## src/rtl/pipe_pkg.sv

```systemverilog
// Shared definitions for the pipeline controller: FSM states, valid-bit
// positions and performance-counter width.
package pipe_pkg;

  typedef enum logic [2:0] {
    ST_RUN      = 3'd0,
    ST_STALL    = 3'd1,
    ST_MEM_WAIT = 3'd2,
    ST_FLUSH    = 3'd3,
    ST_DRAIN    = 3'd4,
    ST_HALTED   = 3'd5
  } state_e;

  localparam int unsigned VLD_W   = 4;
  localparam int unsigned VLD_ID  = 0;
  localparam int unsigned VLD_EX  = 1;
  localparam int unsigned VLD_MEM = 2;
  localparam int unsigned VLD_WB  = 3;

  localparam int unsigned CNT_W = 16;

endpackage

```

## src/rtl/pipe_ctrl_sat_counter.sv

```systemverilog
// sat_counter: up-counter with increment enable that sticks at all-ones.
module sat_counter
  import pipe_pkg::*;
#(
  parameter int unsigned W = CNT_W
) (
  input  logic         clk,
  input  logic         reset,
  input  logic         inc_i,
  output logic [W-1:0] cnt_o
);

  logic [W-1:0] cnt_q, cnt_d;

  always_comb begin
    cnt_d = cnt_q;
    if (inc_i && (cnt_q != '1)) cnt_d = cnt_q + W'(1);
  end

  always_ff @(posedge clk) begin
    if (reset) cnt_q <= '0;
    else       cnt_q <= cnt_d;
  end

  assign cnt_o = cnt_q;

endmodule

```

## src/rtl/pipe_ctrl.sv

```systemverilog
// pipe_ctrl: stall / flush / drain controller for a 5-stage in-order pipeline.
// Define PIPE_CTRL_PERF_EN to build the stall and redirect counters.
module pipe_ctrl
  import pipe_pkg::*;
#(
  parameter int unsigned REDIRECT_LAT = 1
) (
  input  logic        clk,
  input  logic        reset,
  input  logic        hazard_stall,
  input  logic        branch_taken,
  input  logic        mem_req,
  input  logic        mem_ready,
  input  logic        halt_req,
  output logic        pc_en,
  output logic        if_id_en,
  output logic        id_ex_en,
  output logic        ex_mem_en,
  output logic        mem_wb_en,
  output logic        if_id_flush,
  output logic        id_ex_flush,
  output logic [3:0]  vld,
  output logic        halted,
  output logic [15:0] stall_cycles,
  output logic [15:0] flush_count
);

  localparam int unsigned FCNT_W = 2;

  state_e             state_q, state_d;
  logic [FCNT_W-1:0]  fcnt_q, fcnt_d;
  logic [VLD_W-1:0]   vld_q, vld_d;
  logic               mem_wait, redirect, hazard, drain_empty;

  // Event decode in priority order: memory wait, redirect, hazard.
  always_comb begin
    mem_wait    = vld_q[VLD_MEM] & mem_req & ~mem_ready;
    redirect    = branch_taken & vld_q[VLD_EX] & ~mem_wait;
    hazard      = hazard_stall & vld_q[VLD_ID] & ~mem_wait & ~redirect;
    // A drain cycle shifts in a bubble, so the pipe is empty afterwards
    // exactly when the three younger stages hold nothing now.
    drain_empty = ~|vld_q[VLD_MEM:VLD_ID];
  end

  // Next state, flush counter and stage controls.
  always_comb begin
    pc_en       = 1'b1;
    if_id_en    = 1'b1;
    id_ex_en    = 1'b1;
    ex_mem_en   = 1'b1;
    mem_wb_en   = 1'b1;
    if_id_flush = 1'b0;
    id_ex_flush = 1'b0;
    state_d     = ST_RUN;
    fcnt_d      = '0;

    if (reset) begin
      pc_en       = 1'b0;
      if_id_flush = 1'b1;
      id_ex_flush = 1'b1;
    end else if (state_q == ST_HALTED) begin
      pc_en     = 1'b0;
      if_id_en  = 1'b0;
      id_ex_en  = 1'b0;
      ex_mem_en = 1'b0;
      mem_wb_en = 1'b0;
      state_d   = halt_req ? ST_HALTED : ST_RUN;
    end else if (mem_wait) begin
      pc_en     = 1'b0;
      if_id_en  = 1'b0;
      id_ex_en  = 1'b0;
      ex_mem_en = 1'b0;
      mem_wb_en = 1'b0;
      state_d   = ST_MEM_WAIT;
    end else if (redirect) begin
      if_id_flush = 1'b1;
      id_ex_flush = 1'b1;
      state_d     = (REDIRECT_LAT > 0) ? ST_FLUSH : ST_RUN;
      fcnt_d      = FCNT_W'(REDIRECT_LAT);
    end else if (state_q == ST_FLUSH) begin
      if_id_flush = 1'b1;
      if (fcnt_q > FCNT_W'(1)) begin
        state_d = ST_FLUSH;
        fcnt_d  = fcnt_q - FCNT_W'(1);
      end
    end else if (hazard) begin
      pc_en       = 1'b0;
      if_id_en    = 1'b0;
      id_ex_flush = 1'b1;
      state_d     = ST_STALL;
    end else if (halt_req || (state_q == ST_DRAIN)) begin
      pc_en       = 1'b0;
      if_id_flush = 1'b1;
      if (!halt_req)        state_d = ST_RUN;
      else if (drain_empty) state_d = ST_HALTED;
      else                  state_d = ST_DRAIN;
    end
  end

  // Valid bits follow their stage register enables.
  always_comb begin
    vld_d = vld_q;
    if (if_id_en)  vld_d[VLD_ID]  = ~if_id_flush;
    if (id_ex_en)  vld_d[VLD_EX]  = vld_q[VLD_ID] & ~id_ex_flush;
    if (ex_mem_en) vld_d[VLD_MEM] = vld_q[VLD_EX];
    if (mem_wb_en) vld_d[VLD_WB]  = vld_q[VLD_MEM];
  end

  always_ff @(posedge clk) begin
    if (reset) begin
      state_q <= ST_RUN;
      fcnt_q  <= '0;
      vld_q   <= '0;
    end else begin
      state_q <= state_d;
      fcnt_q  <= fcnt_d;
      vld_q   <= vld_d;
    end
  end

  assign vld    = vld_q;
  assign halted = (state_q == ST_HALTED) & ~reset;

`ifdef PIPE_CTRL_PERF_EN
  logic stall_inc;
  assign stall_inc = (state_d == ST_STALL) || (state_d == ST_MEM_WAIT);

  sat_counter #(.W(CNT_W)) u_stall_cnt (
    .clk   (clk),
    .reset (reset),
    .inc_i (stall_inc),
    .cnt_o (stall_cycles)
  );

  sat_counter #(.W(CNT_W)) u_flush_cnt (
    .clk   (clk),
    .reset (reset),
    .inc_i (redirect),
    .cnt_o (flush_count)
  );
`else
  assign stall_cycles = '0;
  assign flush_count  = '0;
`endif

endmodule

```

## config.mk

```make
export PLATFORM = sky130hd
export DESIGN_NAME = pipe_ctrl
export DESIGN_NICKNAME = d
export VERILOG_FILES = /design/src/rtl/pipe_pkg.sv /design/src/rtl/pipe_ctrl_sat_counter.sv /design/src/rtl/pipe_ctrl.sv
export SDC_FILE = /design/constraint.sdc
export NUM_CORES = 1
export LEC_CHECK = 0
export CORE_UTILIZATION = 38
export DETAILED_ROUTE_END_ITERATION = 8
export PLACE_DENSITY = 0.84
export SLEW_MARGIN = 20
export SYNTH_ARGS = -nofsm -noshare
export SYNTH_HDL_FRONTEND = slang
export SYNTH_SLANG_ARGS = --single-unit
```

## constraint.sdc

```tcl
create_clock -name clk -period 1.93 [get_ports clk]
set_input_delay 0.386 -clock clk [delete_from_list [all_inputs] [get_ports clk]]
set_output_delay 0.386 -clock clk [all_outputs]
set_load 0.005 [all_outputs]
```

# --- Word-level counts from Yosys, hierarchy flattened ---
# Cells that the tools add are included.
totals:
  reg_bits: 9
  in_bits: 7
  out_inout_bits: 44
  elab_cells: 73
op_classes:
  addsub: 1
  order_cmp: 1
  n_eq_ne: 3
  n_mux: 42
  bitwise_logic: 17
  reduce_logical: 4
op_table:
  columns: ["operator", "count"]
  rows:
  - ["1-bit 2-to-1 mux", 33]
  - ["3-bit 2-to-1 mux", 8]
  - ["1-bit AND", 9]
  - ["1-bit inverter", 8]
  - ["3-bit equality test, second input constant", 2]
  - ["3-bit OR reduction", 2]
  - ["6-bit OR reduction", 1]
  - ["3-bit by 2-bit equality test with 1-bit output, second input constant", 1]
  - ["2-bit by 1-bit > comparator with 1-bit output, second input constant", 1]
  - ["2-bit 2-to-1 mux", 1]
  - ["2-bit by 1-bit subtractor with 2-bit output, second input constant", 1]
  - ["1-bit logical OR", 1]

# --- Logic depth before layout (Yosys ltp) ---
depth:
  depth_word: 14
  depth_mapped: 5
  ltp_nobuf: 5

# --- Worst setup path before layout ---
# OpenSTA, ideal clock, no wires.
synth_timing:
  path_type: "input port to output port"
  startpoint: "in mem_ready"
  endpoint: "out pc_en"
  arrival_ps: 1172
  required_time_ps: 1544
  path_slack_ps: 372
  cell_stages: 4
  n_path_buf: 0
  cell_sequence: "and3b_4 -> nor3_4 -> o311a_1 -> nor2_1"
synth_between:
  elab_chain_cells: 12
  word_cells_on_any_way: 13
  cone_classes: "mux (6); bitwise (7)"
synth_lines:
  columns: ["element", "line_no", "rtl"]
  rows:
  - ["from (decl)", "pipe_ctrl.sv:13", "input logic mem_ready,"]
  - ["1-bit inverter *", "pipe_ctrl.sv:37", "mem_wait = vld_q[VLD_MEM] & mem_req & ~mem_ready;"]
  - ["1-bit AND *", "pipe_ctrl.sv:37", null]
  - ["1-bit inverter", "pipe_ctrl.sv:38, pipe_ctrl.sv:39", null]
  - ["1-bit AND", "pipe_ctrl.sv:38", "redirect = branch_taken & vld_q[VLD_EX] & ~mem_wait;"]
  - ["1-bit inverter", "pipe_ctrl.sv:39", "hazard = hazard_stall & vld_q[VLD_ID] & ~mem_wait & ~redirect;"]
  - ["1-bit AND", "pipe_ctrl.sv:39", null]
  - ["1-bit 2-to-1 mux", "pipe_ctrl.sv:86", "end else if (hazard) begin"]
  - ["1-bit 2-to-1 mux", "pipe_ctrl.sv:80", "end else if (state_q == ST_FLUSH) begin"]
  - ["1-bit 2-to-1 mux", "pipe_ctrl.sv:75", "end else if (redirect) begin"]
  - ["1-bit 2-to-1 mux *", "pipe_ctrl.sv:68", "end else if (mem_wait) begin"]
  - ["1-bit 2-to-1 mux *", "pipe_ctrl.sv:61", "end else if (state_q == ST_HALTED) begin"]
  - ["1-bit 2-to-1 mux *", "pipe_ctrl.sv:57", "if (reset) begin"]
  - ["to (decl)", "pipe_ctrl.sv:15", "output logic pc_en,"]
# Mark *: on every way between the ends. The rest lies on a longest branch, timed or not.

# --- Worst setup path in the final report ---
layout_timing:
  startpoint: "reg vld_q[2], in the netlist vld[2]"
  endpoint: "out if_id_flush"
layout_between:
  elab_chain_cells: 12
  word_cells_on_any_way: 13
  cone_classes: "mux (6); bitwise (7)"
layout_lines:
  columns: ["element", "line_no", "rtl"]
  rows:
  - ["from (decl)", "pipe_ctrl.sv:32", "logic [VLD_W-1:0] vld_q, vld_d;"]
  - ["from (signal assigned)", "pipe_ctrl.sv:117", "vld_q <= vld_d;"]
  - ["1-bit AND * (2 in series)", "pipe_ctrl.sv:37", null]
  - ["1-bit inverter", "pipe_ctrl.sv:38, pipe_ctrl.sv:39", null]
  - ["1-bit AND", "pipe_ctrl.sv:38", null]
  - ["1-bit inverter", "pipe_ctrl.sv:39", null]
  - ["1-bit AND", "pipe_ctrl.sv:39", null]
  - ["1-bit 2-to-1 mux", "pipe_ctrl.sv:86", null]
  - ["1-bit 2-to-1 mux", "pipe_ctrl.sv:80", null]
  - ["1-bit 2-to-1 mux", "pipe_ctrl.sv:75", null]
  - ["1-bit 2-to-1 mux *", "pipe_ctrl.sv:68", null]
  - ["1-bit 2-to-1 mux *", "pipe_ctrl.sv:61", null]
  - ["1-bit 2-to-1 mux *", "pipe_ctrl.sv:57", null]
  - ["to (decl)", "pipe_ctrl.sv:20", "output logic if_id_flush,"]
# Marked as above.

==> flow_metrics.tcl <==
set metrics [dict create \
    status "completed" \
    startpoint_type "flop" \
    ant_nets 0 \
    cts-root-buf "clkbuf_4" \
    r2r-start "state_q[2]" \
    internal_power_uw 391 \
    grt.total_usage_pct 19.7 \
    numCtsBuffers 3 \
    p_leak_nw 0.566 \
    synth_area_sq_um 779 \
    critPathCapture "if_id_flush" \
    hold_viol_final 0 \
    ys_types 27 \
    cts_buffer_depth 2 \
    clk_latency_ns 0.27 \
    met1_length_um 771 \
    postCtsHoldBufs 0 \
    cts.clk_slew.worst_paths_ns 0.06 \
    port_buffers 18 \
    place_congestion 0.911 \
    switching_share_pct 31.4 \
    path_cells "buf_4 > nand3b_1 > buf_4 > nand2_4 > o2111ai_2 > and2_4 > buf_2" \
    dieArea_sq_um 2240 \
    vias_per_cell 4.45 \
    ir_worst_vdd_mv 0.446 \
    postSynthCellCount 102 \
    drive_gt1_share_pct 38.7 \
    rows 16 \
    clock_skew_ns 0.00123 \
    comb_power_share_pct 36.4 \
    cp_max_fo 5 \
    grt_pass1_wl_mm 2.99 \
    ys_ff_latch 9 \
    dr_wl_met2_mm 1.09 \
    n_antenna_cell 0 \
    routed_wl_mm 2.00 \
    powerDensity_nw_per_um2 499 \
    drcViolationCount 0 \
    ios 51 \
    hold_slack_ns 0.463 \
    drt_first_pass_iters 4 \
    grt_max_degree 8 \
    coreArea_sq_um 1940 \
    drt_iter0_drc 17 \
    startpoint "vld[2]" \
    gr-total-overflow 0 \
    cpMaxStageDelayCell "dfxtp_2" \
    slowest_delay_ns 0.33 \
    vias 788 \
    fin_crit_ns 1.92 \
    antenna_found_initial 0 \
    cp-end-kind "output pin" \
    max_freq_mhz 520 \
    start_util_pct 40.1 \
    routed.top_layer "met4" \
    worstPathArrival_ns 1.54 \
    power_frac_seq_pct 36.7 \
    critPathRequiredTime_ns 1.54 \
    hp-class "reg -> reg" \
    p_switching_uw 179 \
    cp_common_cell "buf_4" \
    avgSynthCellArea_sq_um 7.64 \
    rsz0062_at_grt "true" \
    syn2layout_area_growth_pct 46.4 \
    avgRoutedWirePerCell_um 11.3 \
    dp_hpwl_mm 1.33 \
    critPathKind "reg -> out" \
    first_global_vias 696 \
    timing.rr.end "state_q[1]" \
    cts.sinks 9 \
    setup_viol 0 \
    period_share_pct 99.6 \
    yosys_warnings 0 \
    wl_met3_um 96 \
    reg2reg_depth 6 \
    fin_tns_setup_ns 0 \
    maxCapViolCount 0 \
    hold_start "vld[3]" \
    p_clk_share_pct 26.9 \
    nNetsFinal 160 \
    cts_tree "built" \
    die_h_um 47.3 \
    final_max_slew_viol_count 0 \
    die_x_um 47.3 \
    htree_levels 1 \
    seq_area_frac_synth_pct 23.1 \
    r2r_setup_slack_ns 0.36 \
]
## cell usage after synthesis, drive strengths merged
master | count | area share, %
o311a | 1 | 1.3
nand3b | 3 | 2.9
and2 | 2 | 1.8
dfxtp | 9 | 23
inv | 3 | 1.4
nand3 | 2 | 1.3
and3b | 2 | 2.7
nor4b | 1 | 1.1
buf | 34 | 33
mux2i | 1 | 1.3
and4 | 1 | 1.1
nor3 | 5 | 4.7
nand2 | 14 | 6.7
o21ai | 4 | 2.6
a32o | 1 | 1.3
o2111ai | 1 | 1.1
o211ai | 1 | 0.96
nor3b | 1 | 0.96
ha | 2 | 3.2
conb | 1 | 0.48
a21oi | 4 | 2.6
nand4 | 1 | 0.80
nor2 | 8 | 3.9
## logic make-up after synthesis
family	Yosys count	synth area share, %
buf+inv	37	34.2
simple gates	40	27.9
other cells	1	0.481
fa+ha+maj	2	3.21
flops	9	23.1
compound gates	12	9.79
mux	1	1.28
## sequential cells by signal, summed over array words and instances (netlist names)
signal	flops
vld	4
fcnt_q	2
state_q	3
## power by group through the flow
stage | clock, mW | sequential [mW] | combinational [mW]
finish | 0.153 | 0.209 | 0.207
detailed placement | 0 | 0.210 | 0.179
global route | 0.168 | 0.210 | 0.227
CTS | 0.154 | 0.206 | 0.194
global placement | 0 | 0.209 | 0.174
floorplan | 0 | 0.215 | 0.119
## worst max-delay path, delay by kind of cell, from the launching register on
family	cells	cell delay (ns)
flip-flops	1	0.33
buffers and inverters	3	0.43
AO/OA/AOI/OAI	1	0.13
AND/OR/NAND/NOR	3	0.37
## through the flow
step / area [sq um] / std cells / power [mW] / util, % / setup slack (ns)
floorplan: 896 / 133 / 0.335 / - / 0.372
global placement: 982 / 161 / 0.384 / 50.6 / -0.562
detailed placement: 982 / 161 / 0.389 / 50.6 / -0.595
CTS: 1080 / 173 / 0.554 / 55.8 / 0.00127
global route: 1140 / 177 / 0.605 / 58.8 / -0.0571
finish: 1140 / 177 / 0.569 / 58.8 / 0.00698
## how the worst min path moves through the flow
stage,endpoint,slack (ns),cells after the start
floorplan,vld[3],0.45,2
global placement,vld[3],0.44,2
detailed placement,vld[3],0.45,2
CTS,vld[3],0.47,2
global route,state_q[2],0.48,3
finish,vld[3],0.46,2
## cell type report
class / count / area [sq um]
Timing Repair Buffer: 47 / 382
Multi-Input combinational cell: 87 / 503
Fill cell: 173 / 801
Clock buffer: 4 / 26.3
Inverter: 3 / 11.3
Tap cell: 27 / 33.8
Sequential cell: 9 / 185
## layer usage
| metal | vias to the layer above | GRT usage, % |
|---|---|---|
| li1 | 376 | - |
| met2 | 37 | 35.9 |
| met5 | - | 0 |
| met1 | 371 | 21.5 |
| met4 | 0 | 12.0 |
| met3 | 4 | 2.31 |
## cell usage in the layout, fill, tap and decap left out, types with 2 or more instances in the layout
cell type and n:
dlymetal6s2s_1 2, buf_6 2, buf_4 27, ha_1 2
clkbuf_4 3, inv_1 2, nand2_2 3, nand2_1 10
a21oi_1 3, buf_2 3, nand3b_1 3, nand3_1 2
nor3_1 4, dfxtp_2 4, o21ai_1 2, dfxtp_1 5
and2_4 2, nor2_1 4, clkdlybuf4s50_1 4, nor2_2 3
conb_1 32, dlygate4sd2_1 7
## repair_timing
action	CTS	global route
resized for setup	34	17
endpoints found under the setup margin	8	4
setup buffers	8	4
pin swaps	10	7
No activity file was read; power rests on OpenSTA's default activity.
==> RTL change, RTL diff (same flow settings) <==
Re-encode `state_e` (6 states) as one-hot, 6 bits wide.
--- a/src/rtl/pipe_pkg.sv
+++ b/src/rtl/pipe_pkg.sv
@@ -3,11 +3,11 @@
 package pipe_pkg;
 
-  typedef enum logic [2:0] {
-    ST_RUN      = 3'd0,
-    ST_STALL    = 3'd1,
-    ST_MEM_WAIT = 3'd2,
-    ST_FLUSH    = 3'd3,
-    ST_DRAIN    = 3'd4,
-    ST_HALTED   = 3'd5
+  typedef enum logic [5:0] {
+    ST_RUN      = 6'b000001,
+    ST_STALL    = 6'b000010,
+    ST_MEM_WAIT = 6'b000100,
+    ST_FLUSH    = 6'b001000,
+    ST_DRAIN    = 6'b010000,
+    ST_HALTED   = 6'b100000
   } state_e;
 
Formal check against the unedited RTL: same outputs for any inputs over 10 cycles, from zero or initial values and one cycle with reset high; not proved beyond that.
==> RTL change against the unedited design <==
The flow now finishes with violations (setup timing). Critical path type unchanged. Cell count is 15% higher. Design area is 24% higher. Critical endpoint unchanged. Highest routed layer unchanged. Setup slack worse by 0.44 ns. Sequential cell count is 3 higher. Sequential power is 29% higher. Power is 28% higher. Routed wire length is 56% higher. Synthesized area is 19% higher.
==> RTL change: results (changes against the unedited design) <==
[sta]
setup_ws_ns=-0.431  ; -0.438 ns
setup_viol=8  ; +8

[finish]
largest_reg_flops=6  ; +2
regArea_um2=243  ; +31%
design_area_mm2=0.00142  ; +24%
clkCellAreaFrac_pct=2.56  ; +0.26 points
n_all_buffers=62  ; +32%
multi_input_area_um2=591  ; +17%

[detailed_routing]
viasPerCell=4.96  ; +11%
first_iter_violations=47  ; +30
vias=1006  ; +28%
wl_per_cell_um=15.3  ; +36%

[critical_path]
critPathTopFamily=simple AND/OR/NAND/NOR gates
reg2reg_slack_ns=0.03  ; -0.33 ns
r2r-end=state_q[0]$_SDFF_PP1_

[logic_synthesis]
synthMuxAreaShare_pct=2.16  ; +0.88 points
yosysSeqAreaShare_pct=25.9  ; +2.8 points
synth-compound-area-share_pct=17.3  ; +7.5 points
synth_cell_types=34  ; +26%
netlist_top_cells_count=34 x buf_4, 12 x dfxtp_1, 9 x nand2_1

[power_and_ir_drop]
power.share.clock_pct=28.5  ; +1.6 points
vdd_drop_max_mv=0.363  ; -19%
p_leak_uw=0.000683  ; +21%
comb_cell_power_uw=251  ; +21%

[run_status]
status=finished with violations
violations=setup timing

[clocking]
cts_resized=48  ; +41%
cts.clk_slew.worst_paths_ns=0.08  ; +0.02 ns
cts_setup_buffers=18  ; +10

[grt]
met2_usage_pct=42.4  ; +6.5 points

[placement]
post-place-ws_ns=-0.592  ; +0.00362 ns

-- RTL change: changes by cell type in the layout (fill, tap and decap cells not counted), sizes merged, moves of 2 or more --
cell,before,now
a21o,0,2
a21oi,4,6
buf,32,52
clkdlybuf4s50,4,8
dfxtp,9,12
dlygate4sd2,7,2
dlymetal6s2s,2,0
nand2,14,9
nand2b,0,3
nor2b,0,2
o2111ai,1,3
-- RTL change: worst max-delay path by stage --
| stage | cells after the start | to | from | slack, ns |
|---|---|---|---|---|
| 2_1_floorplan | 4 | if_id_flush | state_q[2]$_SDFF_PP0_ | 0.15 |
| 3_3_place_gp | 6 | id_ex_flush | mem_ready | -0.55 |
| 3_5_place_dp | 6 | id_ex_flush | mem_ready | -0.59 |
| 4_1_cts | 6 | if_id_flush | state_q[0]$_SDFF_PP1_ | -0.38 |
| 5_1_grt | 6 | if_id_flush | state_q[0]$_SDFF_PP1_ | -0.49 |
| 6_report | 6 | if_id_flush | state_q[0]$_SDFF_PP1_ | -0.43 |
